==> src/rtl/fft_bfly_param_if.sv <==
// ------------------------------------------------------------------
// fft_bfly_param_if : serial word bus for the fft_bfly_param butterfly
// Revision 1.0
// ------------------------------------------------------------------
`default_nettype none

interface fft_bfly_param_if #(
  parameter int WIDTH = 8
);
  logic [WIDTH-1:0] inp;
  logic             readyin;
  logic             inverse;
  logic             keep_tw;
  logic [WIDTH-1:0] out;
  logic             readyout;
  logic             busy;
  logic             ovf;

  modport master (
    output inp, readyin, inverse, keep_tw,
    input  out, readyout, busy, ovf
  );

  modport slave (
    input  inp, readyin, inverse, keep_tw,
    output out, readyout, busy, ovf
  );
endinterface

`default_nettype wire

==> src/rtl/fft_bfly_param.sv <==
// ------------------------------------------------------------------
// fft_bfly_param : radix-2 DIT butterfly, serial word bus, saturating
// Revision 1.0
// ------------------------------------------------------------------
`default_nettype none

module fft_bfly_param #(
  parameter int WIDTH = 8,
  parameter int FRAC  = 6,
  parameter int SCALE = 0
) (
  input  wire logic       clk,
  input  wire logic       rst,
  fft_bfly_param_if.slave bus
);

  localparam int IW = 2*WIDTH + 2;
  localparam logic signed [IW-1:0] MAXV = (IW'(1) <<< (WIDTH-1)) - IW'(1);
  localparam logic signed [IW-1:0] MINV = -MAXV - IW'(1);

  typedef enum logic [3:0] {
    LD_WR = 4'd0,
    LD_WI = 4'd1,
    LD_AR = 4'd2,
    LD_AI = 4'd3,
    LD_BR = 4'd4,
    LD_BI = 4'd5,
    CALC1 = 4'd6,
    CALC2 = 4'd7,
    OUT   = 4'd8
  } state_t;

  state_t state;
  state_t state_nx;

  logic                    readyin_q;
  logic                    strobe;
  logic signed [WIDTH-1:0] wr, wi, ar, ai, br, bi;
  logic signed [WIDTH-1:0] x0r, x0i, x1r, x1i;
  logic        [WIDTH-1:0] out_q;
  logic        [WIDTH-1:0] out_sel;
  logic                    inv;
  logic                    ovf_q;
  logic        [1:0]       idx;
  logic signed [IW-1:0]    pr, pi;
  logic signed [IW-1:0]    wi_eff, prod_re, prod_im;
  logic signed [IW-1:0]    sum [4];
  logic signed [IW-1:0]    scaled;
  logic [3:0][WIDTH-1:0]   satv;
  logic [3:0]              clip;

  function automatic logic signed [IW-1:0] sx(input logic signed [WIDTH-1:0] v);
    sx = IW'(v);
  endfunction

  assign strobe = bus.readyin & ~readyin_q;

  always_ff @(posedge clk or negedge rst) begin
    if (!rst) state <= LD_WR;
    else      state <= state_nx;
  end

  always_comb begin
    state_nx = state;
    case (state)
      LD_WR:   if (strobe) state_nx = bus.keep_tw ? LD_AI : LD_WI;
      LD_WI:   if (strobe) state_nx = LD_AR;
      LD_AR:   if (strobe) state_nx = LD_AI;
      LD_AI:   if (strobe) state_nx = LD_BR;
      LD_BR:   if (strobe) state_nx = LD_BI;
      LD_BI:   if (strobe) state_nx = CALC1;
      CALC1:   state_nx = CALC2;
      CALC2:   state_nx = OUT;
      OUT:     if (strobe && idx == 2'd3) state_nx = LD_WR;
      default: state_nx = LD_WR;
    endcase
  end

  // Internal width 2*WIDTH+2 holds (-2^(W-1))^2 sums and the negated twiddle without wrap.
  always_comb begin
    wi_eff  = inv ? -sx(wi) : sx(wi);
    prod_re = sx(wr) * sx(br) - wi_eff * sx(bi);
    prod_im = sx(wr) * sx(bi) + wi_eff * sx(br);
  end

  always_comb begin
    sum[0] = sx(ar) + pr;
    sum[1] = sx(ai) + pi;
    sum[2] = sx(ar) - pr;
    sum[3] = sx(ai) - pi;
    satv   = '0;
    clip   = '0;
    scaled = '0;
    for (int k = 0; k < 4; k++) begin
      scaled = (SCALE != 0) ? (sum[k] >>> 1) : sum[k];
      if (scaled > MAXV) begin
        satv[k] = MAXV[WIDTH-1:0];
        clip[k] = 1'b1;
      end else if (scaled < MINV) begin
        satv[k] = MINV[WIDTH-1:0];
        clip[k] = 1'b1;
      end else begin
        satv[k] = scaled[WIDTH-1:0];
      end
    end
  end

  always_comb begin
    out_sel = x0r;
    case (idx)
      2'd0:    out_sel = x0r;
      2'd1:    out_sel = x0i;
      2'd2:    out_sel = x1r;
      default: out_sel = x1i;
    endcase
  end

  always_ff @(posedge clk or negedge rst) begin
    if (!rst) begin
      readyin_q <= 1'b0;
      wr <= '0; wi <= '0; ar <= '0; ai <= '0; br <= '0; bi <= '0;
      x0r <= '0; x0i <= '0; x1r <= '0; x1i <= '0;
      pr <= '0; pi <= '0;
      inv <= 1'b0;
      ovf_q <= 1'b0;
      idx <= '0;
      out_q <= '0;
    end else begin
      readyin_q <= bus.readyin;
      case (state)
        LD_WR: if (strobe) begin
          ovf_q <= 1'b0;
          if (bus.keep_tw) ar <= bus.inp;
          else             wr <= bus.inp;
        end
        LD_WI: if (strobe) wi <= bus.inp;
        LD_AR: if (strobe) ar <= bus.inp;
        LD_AI: if (strobe) ai <= bus.inp;
        LD_BR: if (strobe) br <= bus.inp;
        LD_BI: if (strobe) begin
          bi  <= bus.inp;
          inv <= bus.inverse;
        end
        CALC1: begin
          pr <= prod_re >>> FRAC;
          pi <= prod_im >>> FRAC;
        end
        CALC2: begin
          x0r <= satv[0];
          x0i <= satv[1];
          x1r <= satv[2];
          x1i <= satv[3];
          if (|clip) ovf_q <= 1'b1;
        end
        OUT: if (strobe) begin
          out_q <= out_sel;
          idx   <= idx + 2'd1;
        end
        default: ;
      endcase
    end
  end

  assign bus.out      = out_q;
  assign bus.readyout = (state == OUT);
  assign bus.busy     = (state == CALC1) || (state == CALC2);
  assign bus.ovf      = ovf_q;

endmodule

`default_nettype wire

==> src/flat_wrapper.sv <==
// flat-port wrapper written by rule: the top's interface ports become plain ports
module fft_bfly_param_flat 
#(
  parameter int WIDTH = 8,
  parameter int FRAC  = 6,
  parameter int SCALE = 0
)
  (clk, rst, bus_inp, bus_readyin, bus_inverse, bus_keep_tw, bus_out, bus_readyout, bus_busy, bus_ovf);
  fft_bfly_param_if #(.WIDTH(WIDTH)) bus_i ();
  input  wire logic clk;
  input  wire logic rst;
  input wire logic [$bits(bus_i.inp)-1:0] bus_inp;
  input wire logic [$bits(bus_i.readyin)-1:0] bus_readyin;
  input wire logic [$bits(bus_i.inverse)-1:0] bus_inverse;
  input wire logic [$bits(bus_i.keep_tw)-1:0] bus_keep_tw;
  output wire logic [$bits(bus_i.out)-1:0] bus_out;
  output wire logic [$bits(bus_i.readyout)-1:0] bus_readyout;
  output wire logic [$bits(bus_i.busy)-1:0] bus_busy;
  output wire logic [$bits(bus_i.ovf)-1:0] bus_ovf;
  assign bus_i.inp = bus_inp;
  assign bus_i.readyin = bus_readyin;
  assign bus_i.inverse = bus_inverse;
  assign bus_i.keep_tw = bus_keep_tw;
  assign bus_out = bus_i.out;
  assign bus_readyout = bus_i.readyout;
  assign bus_busy = bus_i.busy;
  assign bus_ovf = bus_i.ovf;
  fft_bfly_param #(.WIDTH(WIDTH), .FRAC(FRAC), .SCALE(SCALE)) u_core (.clk(clk), .rst(rst), .bus(bus_i));
endmodule
==> config.mk <==
export PLATFORM = sky130hd
export DESIGN_NAME = fft_bfly_param_flat
export DESIGN_NICKNAME = d
export VERILOG_FILES = /design/src/rtl/fft_bfly_param_if.sv /design/src/rtl/fft_bfly_param.sv /design/src/flat_wrapper.sv
export SDC_FILE = /design/constraint.sdc
export NUM_CORES = 1
export LEC_CHECK = 0
export CAP_MARGIN = 20
export CELL_PAD_IN_SITES_DETAIL_PLACEMENT = 1
export CELL_PAD_IN_SITES_GLOBAL_PLACEMENT = 1
export CORE_ASPECT_RATIO = 0.8
export CORE_MARGIN = 5
export CORE_UTILIZATION = 43
export DETAILED_ROUTE_END_ITERATION = 8
export GPL_ROUTABILITY_DRIVEN = 0
export GPL_TIMING_DRIVEN = 0
export PLACE_DENSITY_LB_ADDON = 0.1
export SLEW_MARGIN = 20
export SYNTH_ARGS = -nofsm -noshare
export SYNTH_HDL_FRONTEND = slang
export SYNTH_SLANG_ARGS = --single-unit
==> constraint.sdc <==
create_clock -name clk -period 8.7 [get_ports clk]
set_clock_uncertainty 0.2 [all_clocks]
set_input_delay 1.74 -clock clk [delete_from_list [all_inputs] [get_ports clk]]
set_output_delay 1.74 -clock clk [all_outputs]
set_load 0.02 [all_outputs]
==> results of run 1 <==
[repair_timing]
item                                    CTS  global route
hold buffers                              0             0
endpoints found under the setup margin    9            11
gates resized for setup                   8            19
[cell usage after synthesis, drive strengths merged, types with 3 or more instances]
cell type	count
a222oi	8
a22o	7
a21o	6
o31ai	10
a21boi	6
and2	135
mux2	51
o21bai	3
nand3	13
ha	162
xor2	27
o211ai	6
inv	424
a22oi	3
o21a	14
a211oi	9
o221ai	3
nor4b	3
nor2	94
nor2b	61
buf	14
or3	9
fa	322
nor4	10
a21oi	57
o22ai	16
xnor2	62
nor3	22
and3	5
dfrtp	121
a221oi	4
or4	4
nand2	211
mux2i	9
clkbuf	81
nand2b	38
o32a	3
or2	5
nand4	4
o21ai	87
a31oi	15
[worst max-delay path by stage]
stage,depth (start not counted),from,end,slack [ns]
3_5_place_dp,27,u_core.wi[0],u_core.pi[9],-0.38
4_1_cts,27,u_core.wi[0],u_core.pi[9],0.03
3_3_place_gp,27,u_core.wi[0],u_core.pi[9],-0.24
2_1_floorplan,27,u_core.wi[0],u_core.pi[9],1.62
6_report,24,u_core.inv,u_core.pr[9],0.36
5_1_grt,26,u_core.inv,u_core.pi[7],-0.12
[routing by layer]
layer	GRT usage, %	vias up	share of wire [%]
met4	5.14	0	2.0
met1	37.8	8023	47
met5	0	-	0
met3	6.99	57	7.9
li1	-	6849	-
met2	38.0	396	43
[critical path: cells and delay by family (launching register included)]
family	cells	cell delay (ns)
compound gates	7	1.99
flops	1	0.32
xor+xnor	2	0.76
buf+inv	6	1.41
fa+ha+maj	7	3.10
simple gates	2	0.40
[logic make-up after synthesis]
family	Yosys count	share of synthesized area (%)
fa+ha+maj	484	42.7
compound gates	272	8.81
flops	121	15.3
xor+xnor	91	4.15
simple gates	621	15.8
buf+inv	520	9.94
mux	60	3.35
[through the flow]
stage	area, um^2	utilization, %	setup WS, ns	setup TNS (ns)
6_report	21600	47.3	0.359	0
5_1_grt	21600	47.3	-0.117	-0.117
4_1_cts	21600	47.1	0.0301	0
3_5_place_dp	20900	45.7	-0.381	-1.29
3_3_place_gp	20800	45.6	-0.236	-0.676
2_1_floorplan	19900	-	1.62	0
[layout by cell type, fill, tap and decap left out, types with 5 or more instances in the layout]
master	Yosys	routed
nor2_1	93	93
nand3_1	13	13
a222oi_1	8	8
a21oi_1	56	53
mux2_2	51	51
a21o_1	6	6
a31oi_1	15	15
nor4_1	9	9
nor2b_1	61	61
buf_2	8	8
nor3_1	21	20
o21ai_0	85	84
o21a_1	14	14
fa_1	322	322
o211ai_1	5	5
a211oi_1	8	8
clkdlybuf4s50_1	0	22
a21boi_0	5	5
nand2b_1	38	38
xor2_1	27	23
a22o_1	7	7
mux2i_1	9	9
or3_1	9	9
nand2_1	211	211
clkbuf_16	0	17
clkbuf_1	81	73
o22ai_1	16	16
and3_1	5	5
clkbuf_2	0	6
inv_1	422	422
ha_1	162	162
dfrtp_1	121	121
and2_1	135	135
o31ai_1	10	10
xnor2_1	62	58
[layout make-up]
class                      count  area (um^2)  area share [%]
sequential                   121         3030            14.0
antenna                        1         2.50          0.0116
inverter                     425         1600            7.38
multi-input combinational   1528        14900            69.1
clock buffer                  18          439            2.03
clock inverter                14          196           0.909
buffer                        94          385            1.78
tap                          612          766            3.54
timing repair buffer          24          263            1.22
[flip-flops by register name, summed over array words and instances (netlist names)]
name	flops
u_core.ai	8
u_core.ar	8
u_core.bi	8
u_core.br	8
u_core.bus.out	8
u_core.bus.ovf	1
u_core.idx	2
u_core.inv	1
u_core.pi	12
u_core.pr	12
u_core.readyin_q	1
u_core.state	4
u_core.wi	8
u_core.wr	8
u_core.x0i	8
u_core.x0r	8
u_core.x1i	8
u_core.x1r	8
==> key figures, run 1 <==
Global routing
  – Remaining global-route overflow: 0
  – Global-route wire length before repair: 99.7 mm
  – Largest net degree at the start of global routing: 70
  – Total track usage: 25.6%
  – Vias in the first global route: 16.7k
  – Initial antenna violation count: 5

Timing
  – Final worst path period share: 95.9%
  – Slew Limit Fails: 0
  – Final setup fails: 0
  – Highest clock rate: 120 MHz
  – Final Hold Fails: 0
  – Worst rel slew slack: 25.4%
  – Tmin final: 8.34 ns
  – WHS: 0.279 ns
  – Worst Max-Slew Pin Slew: 1.11 ns
  – RSZ-0062 raised after global routing: true

Finish
  – Non-filler instance count after layout: 2837
  – Filler instances: 5379
  – P&R area growth vs syn: 8.88%
  – Nets: 2708
  – Share of cells above drive strength 1: 6.03%

Synthesis
  – Post-Syn Instances: 2169
  – Async S/R FF share, synth: 100%
  – Top_reg_cell synth: dfrtp_1
  – Post-synth EDFFs: 0
  – #FFs+latches synth: 121
  – Post-synthesis net count: 2666
  – Syn avg cell area: 9.15 um^2
  – Sequential share of the synthesized area: 15.3%
  – Synth Cell Area: 19900 um^2
  – Top cells by area, synth: fa_1 32%, dfrtp_1 15%, ha_1 10%
  – Post-synth top area cell: fa_1
  – Netlist cell types: 75
  – Synth Warn #: 0
  – Synth top area share: 32.5%

Job
  – Maxcap violations: 0

Hold path
  – Worst hold stages: 2
  – Hold Path Class: reg2reg
  – HP Start: u_core.bus.out[3]
  – Min-Delay Endpoint: u_core.bus.out[3]

Worst setup path
  – Critical Path AT: 8.45 ns
  – Setup CP Type: reg2reg
  – Worst setup EP type: flop
  – Nature of the critical path startpoint: flop
  – R2r worst-path depth: 24
  – Slowest stage delay, CP: 0.57 ns
  – Most frequent CP cell: fa_1
  – Setup slack, reg-to-reg: 0.36 ns
  – Critical-path cell list: clkbuf_1, clkbuf_2, o31ai_1, xnor2_2, clkbuf_2, and2_1, fa_1, fa_1, inv_1, fa_1, fa_1, inv_1, fa_1, fa_1, inv_1, ha_1, and2_1, a221o_1, o31ai_1, a21oi_1, o221ai_1, o21bai_1, xnor2_1, o21ai_0
  – Crit Reg-Reg Startpoint: u_core.inv
  – Max Fanout on Critical Path: 10
  – Critical-path top delay cell: o221ai_1
  – Critical path required time: 8.80 ns
  – RR Endpoint: u_core.pr[9]

Die
  – Die width: 250 um
  – Core area: 45700 um^2
  – Chip Height: 202 um
  – Starting density of the core: 43.4%
  – Die area: 50600 um^2
  – I/O pins: 24
  – Row count: 70

Route
  – First-pass iteration count of the detailed router: 6
  – Vias per cell: 5.40
  – Via count: 15.3k
  – Wirelength per Cell: 22.2 um
  – Drt initial violations: 861
  – DRC Markers: 0
  – Antenna Nets Post-Route: 0
  – WL final: 63.0 mm

Placed design
  – Inst Count DP: 2805
  – I/O Buffers: 23
  – Dpl hpwl: 51.4 mm

Clock tree
  – H-tree levels: 4
  – Clock tree buffer depth: 2
  – CTS Sinks: 121
  – Clk slew on worst S/H paths: 0.06 ns
  – Cts bufs inserted: 17
  – Clock Tree Root: clkbuf_16
  – CTS tree: yes
  – Worst-Skew Late Latency: 0.44 ns
  – Post CTS Setup Buffer Count: 0

Outcome
  – Status: finished, final reports clean
Power of run 1 is left out: the tool's default activity adds up to more than one toggle a clock period on the data nets, which glitch-free logic cannot reach.
==> inputs of run 2 (changes only) <==
--- a/config.mk
+++ b/config.mk
@@ -10,7 +10,7 @@
 export CELL_PAD_IN_SITES_GLOBAL_PLACEMENT = 1
 export CORE_ASPECT_RATIO = 0.8
 export CORE_MARGIN = 5
-export CORE_UTILIZATION = 43
+export CORE_UTILIZATION = 52
 export DETAILED_ROUTE_END_ITERATION = 8
 export GPL_ROUTABILITY_DRIVEN = 0
 export GPL_TIMING_DRIVEN = 0
==> run 2 against run 1 <==
  * Via count grew 1.6%
  * Flip-flop and latch count is the same
  * Cell area shrank 0.64%
  * First-iteration DRC count grew 8.5%
  * Register-to-register slack lost 0.11 ns
  * Sequential share of layout area grew 0.090 points
  * Fmax shrank 1.3%
  * Final cell count shrank 4.1%
  * Hold slack gained 0.0012 ns
  * Global-route usage grew 5.3 points
  * Wire length grew 0.52%
  * Worst setup slack lost 0.11 ns
==> key figures, run 2 (same netlist as run 1, synthesis figures left out) <==
Worst setup path
  – Worst setup path endpoint: u_core.pi[9] (was u_core.pr[9])
  – Setup slack, reg-to-reg: 0.25 ns (was 0.36 ns)
  – Critical Path AT: 8.53 ns (was 8.45 ns)
  – Crit Reg-Reg Startpoint: u_core.wi[0] (was u_core.inv)
  – Critical path launch point: u_core.wi[0] (was u_core.inv)
  – Setup CP Type: reg2reg (unchanged)
  – RR Endpoint: u_core.pi[9] (was u_core.pr[9])
  – Worst setup EP type: flop (unchanged)
  – Critical path required time: 8.78 ns (was 8.80 ns)
  – R2r worst-path depth: 27 (was 24)
  – Nature of the critical path startpoint: flop (unchanged)
  – Max Fanout on Critical Path: 10 (unchanged)

Job
  – Maxcap violations: 0 (unchanged)

Finish
  – Nets: 2709 (was 2708)
  – P&R area growth vs syn: 8.19% (was 8.88%)
  – Commonest non-fill, non-tap cell in the layout: inv_1 (unchanged)
  – Top Registers: u_core.pi x12, u_core.pr x12 (unchanged)
  – Multi-input gate area: 14900 um^2 (about the same)
  – Most frequent cells in the layout: 422 x inv_1, 322 x fa_1, 211 x nand2_1, 162 x ha_1, 135 x and2_1 (unchanged)
  – Register area: 3030 um^2 (unchanged)
  – Filler instances: 4396 (was 5379)
  – Share of cells above drive strength 1: 5.94% (was 6.03%)
  – Post-layout util: 56.6% (was 47.3%)

Die
  – Die area: 42200 um^2 (was 50600 um^2)
  – Row count: 64 (was 70)
  – I/O pins: 24 (unchanged)
  – Core area: 38000 um^2 (was 45700 um^2)
  – Chip Height: 185 um (was 202 um)
  – Starting density of the core: 52.3% (was 43.4%)
  – Die width: 228 um (was 250 um)

Timing
  – Final Hold Fails: 0 (unchanged)
  – RSZ-0062 raised after global routing: true (unchanged)
  – Worst rel slew slack: 24.9% (was 25.4%)
  – WHS: 0.280 ns (was 0.279 ns)
  – Slew Limit Fails: 0 (unchanged)
  – Tmin final: 8.45 ns (was 8.34 ns)
  – Highest clock rate: 118 MHz (was 120 MHz)
  – Final setup fails: 0 (unchanged)
  – Worst Max-Slew Pin Slew: 1.13 ns (was 1.11 ns)
  – Post-layout worst setup margin: 0.251 ns (was 0.359 ns)
  – Final worst path period share: 97.1% (was 95.9%)

Placed design
  – Dpl hpwl: 50.4 mm (was 51.4 mm)
  – I/O Buffers: 23 (unchanged)
  – Post-place setup slack: -0.330 ns (was -0.381 ns)

Clock tree
  – Post_cts resized: 5 (was 8)
  – Hold_buf cts: 0 (unchanged)
  – Clk slew on worst S/H paths: 0.06 ns (about the same)
  – Clock tree buffer depth: 2 (unchanged)
  – Clock Tree Root: clkbuf_16 (unchanged)
  – Post CTS Setup Buffer Count: 0 (unchanged)
  – CTS Sinks: 121 (unchanged)
  – Worst-Skew Late Latency: 0.44 ns (about the same)
  – Cts bufs inserted: 17 (unchanged)
  – H-tree levels: 4 (unchanged)
  – CTS tree: yes (unchanged)

Global routing
  – Vias in the first global route: 17.1k (was 16.7k)
  – Global-route wire length before repair: 99.2 mm (was 99.7 mm)
  – Initial antenna violation count: 2 (was 5)
  – Total track usage: 30.9% (was 25.6%)
  – Remaining global-route overflow: 0 (unchanged)
  – Largest net degree at the start of global routing: 83 (was 70)

Route
  – Antenna Nets Post-Route: 0 (unchanged)
  – Wirelength per Cell: 23.3 um (was 22.2 um)
  – First-pass iteration count of the detailed router: 5 (was 6)
  – WL final: 63.3 mm (was 63.0 mm)
  – Drt initial violations: 934 (was 861)
  – Vias per cell: 5.72 (was 5.40)
  – DRC Markers: 0 (unchanged)
  – Via count: 15.6k (was 15.3k)

Hold path
  – Hold Path Class: reg2reg (unchanged)

Outcome
  – Status: finished, final reports clean (unchanged)
## run 2: cell count changes in the layout (fill, tap and decap cells not counted), sizes merged
| cell | delta |
|---|---|
| buf | +1 |
| bufinv | +1 |
| clkinv | -1 |
| inv | -1 |
## run 2: per-layer routing
| metal | global-route usage (%) | wire [um] | part of all wire, % |
|---|---|---|---|
| met3 | 8.78 | 5740 | 9.1 |
| met1 | 42.6 | 27700 | 44 |
| met5 | 0 | 13 | 0.021 |
| met4 | 9.29 | 1930 | 3.0 |
| met2 | 48.1 | 27900 | 44 |
## run 2: area by class of cell
type                       count  area share, %
antenna                        1         0.0117
inverter                     425           7.43
buffer                        95           1.81
tap                          495           2.88
multi-input combinational   1528           69.6
timing repair buffer          24           1.22
sequential                   121           14.1
clock buffer                  18           2.04
clock inverter                13          0.938
## run 2: through the flow
stage | cells | area [um^2] | TNS [ns]
3_3_place_gp | 2687 | 20700 | -0.193
5_1_grt | 2719 | 21500 | -0.0307
2_1_floorplan | 2169 | 19900 | 0
4_1_cts | 2719 | 21400 | 0
6_report | 2720 | 21500 | 0
3_5_place_dp | 2688 | 20700 | -1.08
## run 2: worst min-delay path by stage
stage                        end  depth (start not counted)              start  slack [ns]
5_1_grt            u_core.x1i[0]                          2      u_core.x1i[0]        0.32
2_1_floorplan      u_core.x0r[6]                          2      u_core.x0r[6]        0.25
4_1_cts        u_core.bus.out[1]                          2  u_core.bus.out[1]        0.29
3_5_place_dp   u_core.bus.out[1]                          2  u_core.bus.out[1]        0.27
6_report       u_core.bus.out[1]                          2  u_core.bus.out[1]        0.28
3_3_place_gp   u_core.bus.out[7]                          2  u_core.bus.out[7]        0.27
## run 2: worst max-delay path: stages, from the launching register on
cell and delay, ns:
dfrtp_1 0.36, clkbuf_1 0.30, inv_1 0.20, ha_1 0.23, nand2_1 0.11, or3_1 0.44
ha_1 0.36, a21oi_4 0.33, clkbuf_4 0.32, nand2_1 0.11, fa_1 0.58, inv_1 0.05
fa_1 0.51, fa_1 0.45, fa_1 0.53, fa_1 0.55, inv_1 0.05, fa_1 0.52
inv_1 0.04, ha_1 0.33, o21a_1 0.21, o21ai_0 0.15, nand2b_1 0.12, a22oi_1 0.32
nand3b_1 0.19, a21oi_1 0.27, xor2_2 0.33, o21ai_0 0.14
Power of run 2 is left out for the same reason.
==> inputs of run 3 (changes only) <==
--- a/config.mk
+++ b/config.mk
@@ -11,6 +11,7 @@
 export CORE_ASPECT_RATIO = 0.8
 export CORE_MARGIN = 5
 export CORE_UTILIZATION = 52
+export CTS_CLUSTER_SIZE = 10
 export DETAILED_ROUTE_END_ITERATION = 8
 export GPL_ROUTABILITY_DRIVEN = 0
 export GPL_TIMING_DRIVEN = 0
@@ -19,3 +20,4 @@
 export SYNTH_ARGS = -nofsm -noshare
 export SYNTH_HDL_FRONTEND = slang
 export SYNTH_SLANG_ARGS = --single-unit
+export TNS_END_PERCENT = 1
==> results of run 3 <==
The final DEF is identical to that of run 2; final timing and power are the same.
Power of run 3 is left out for the same reason.
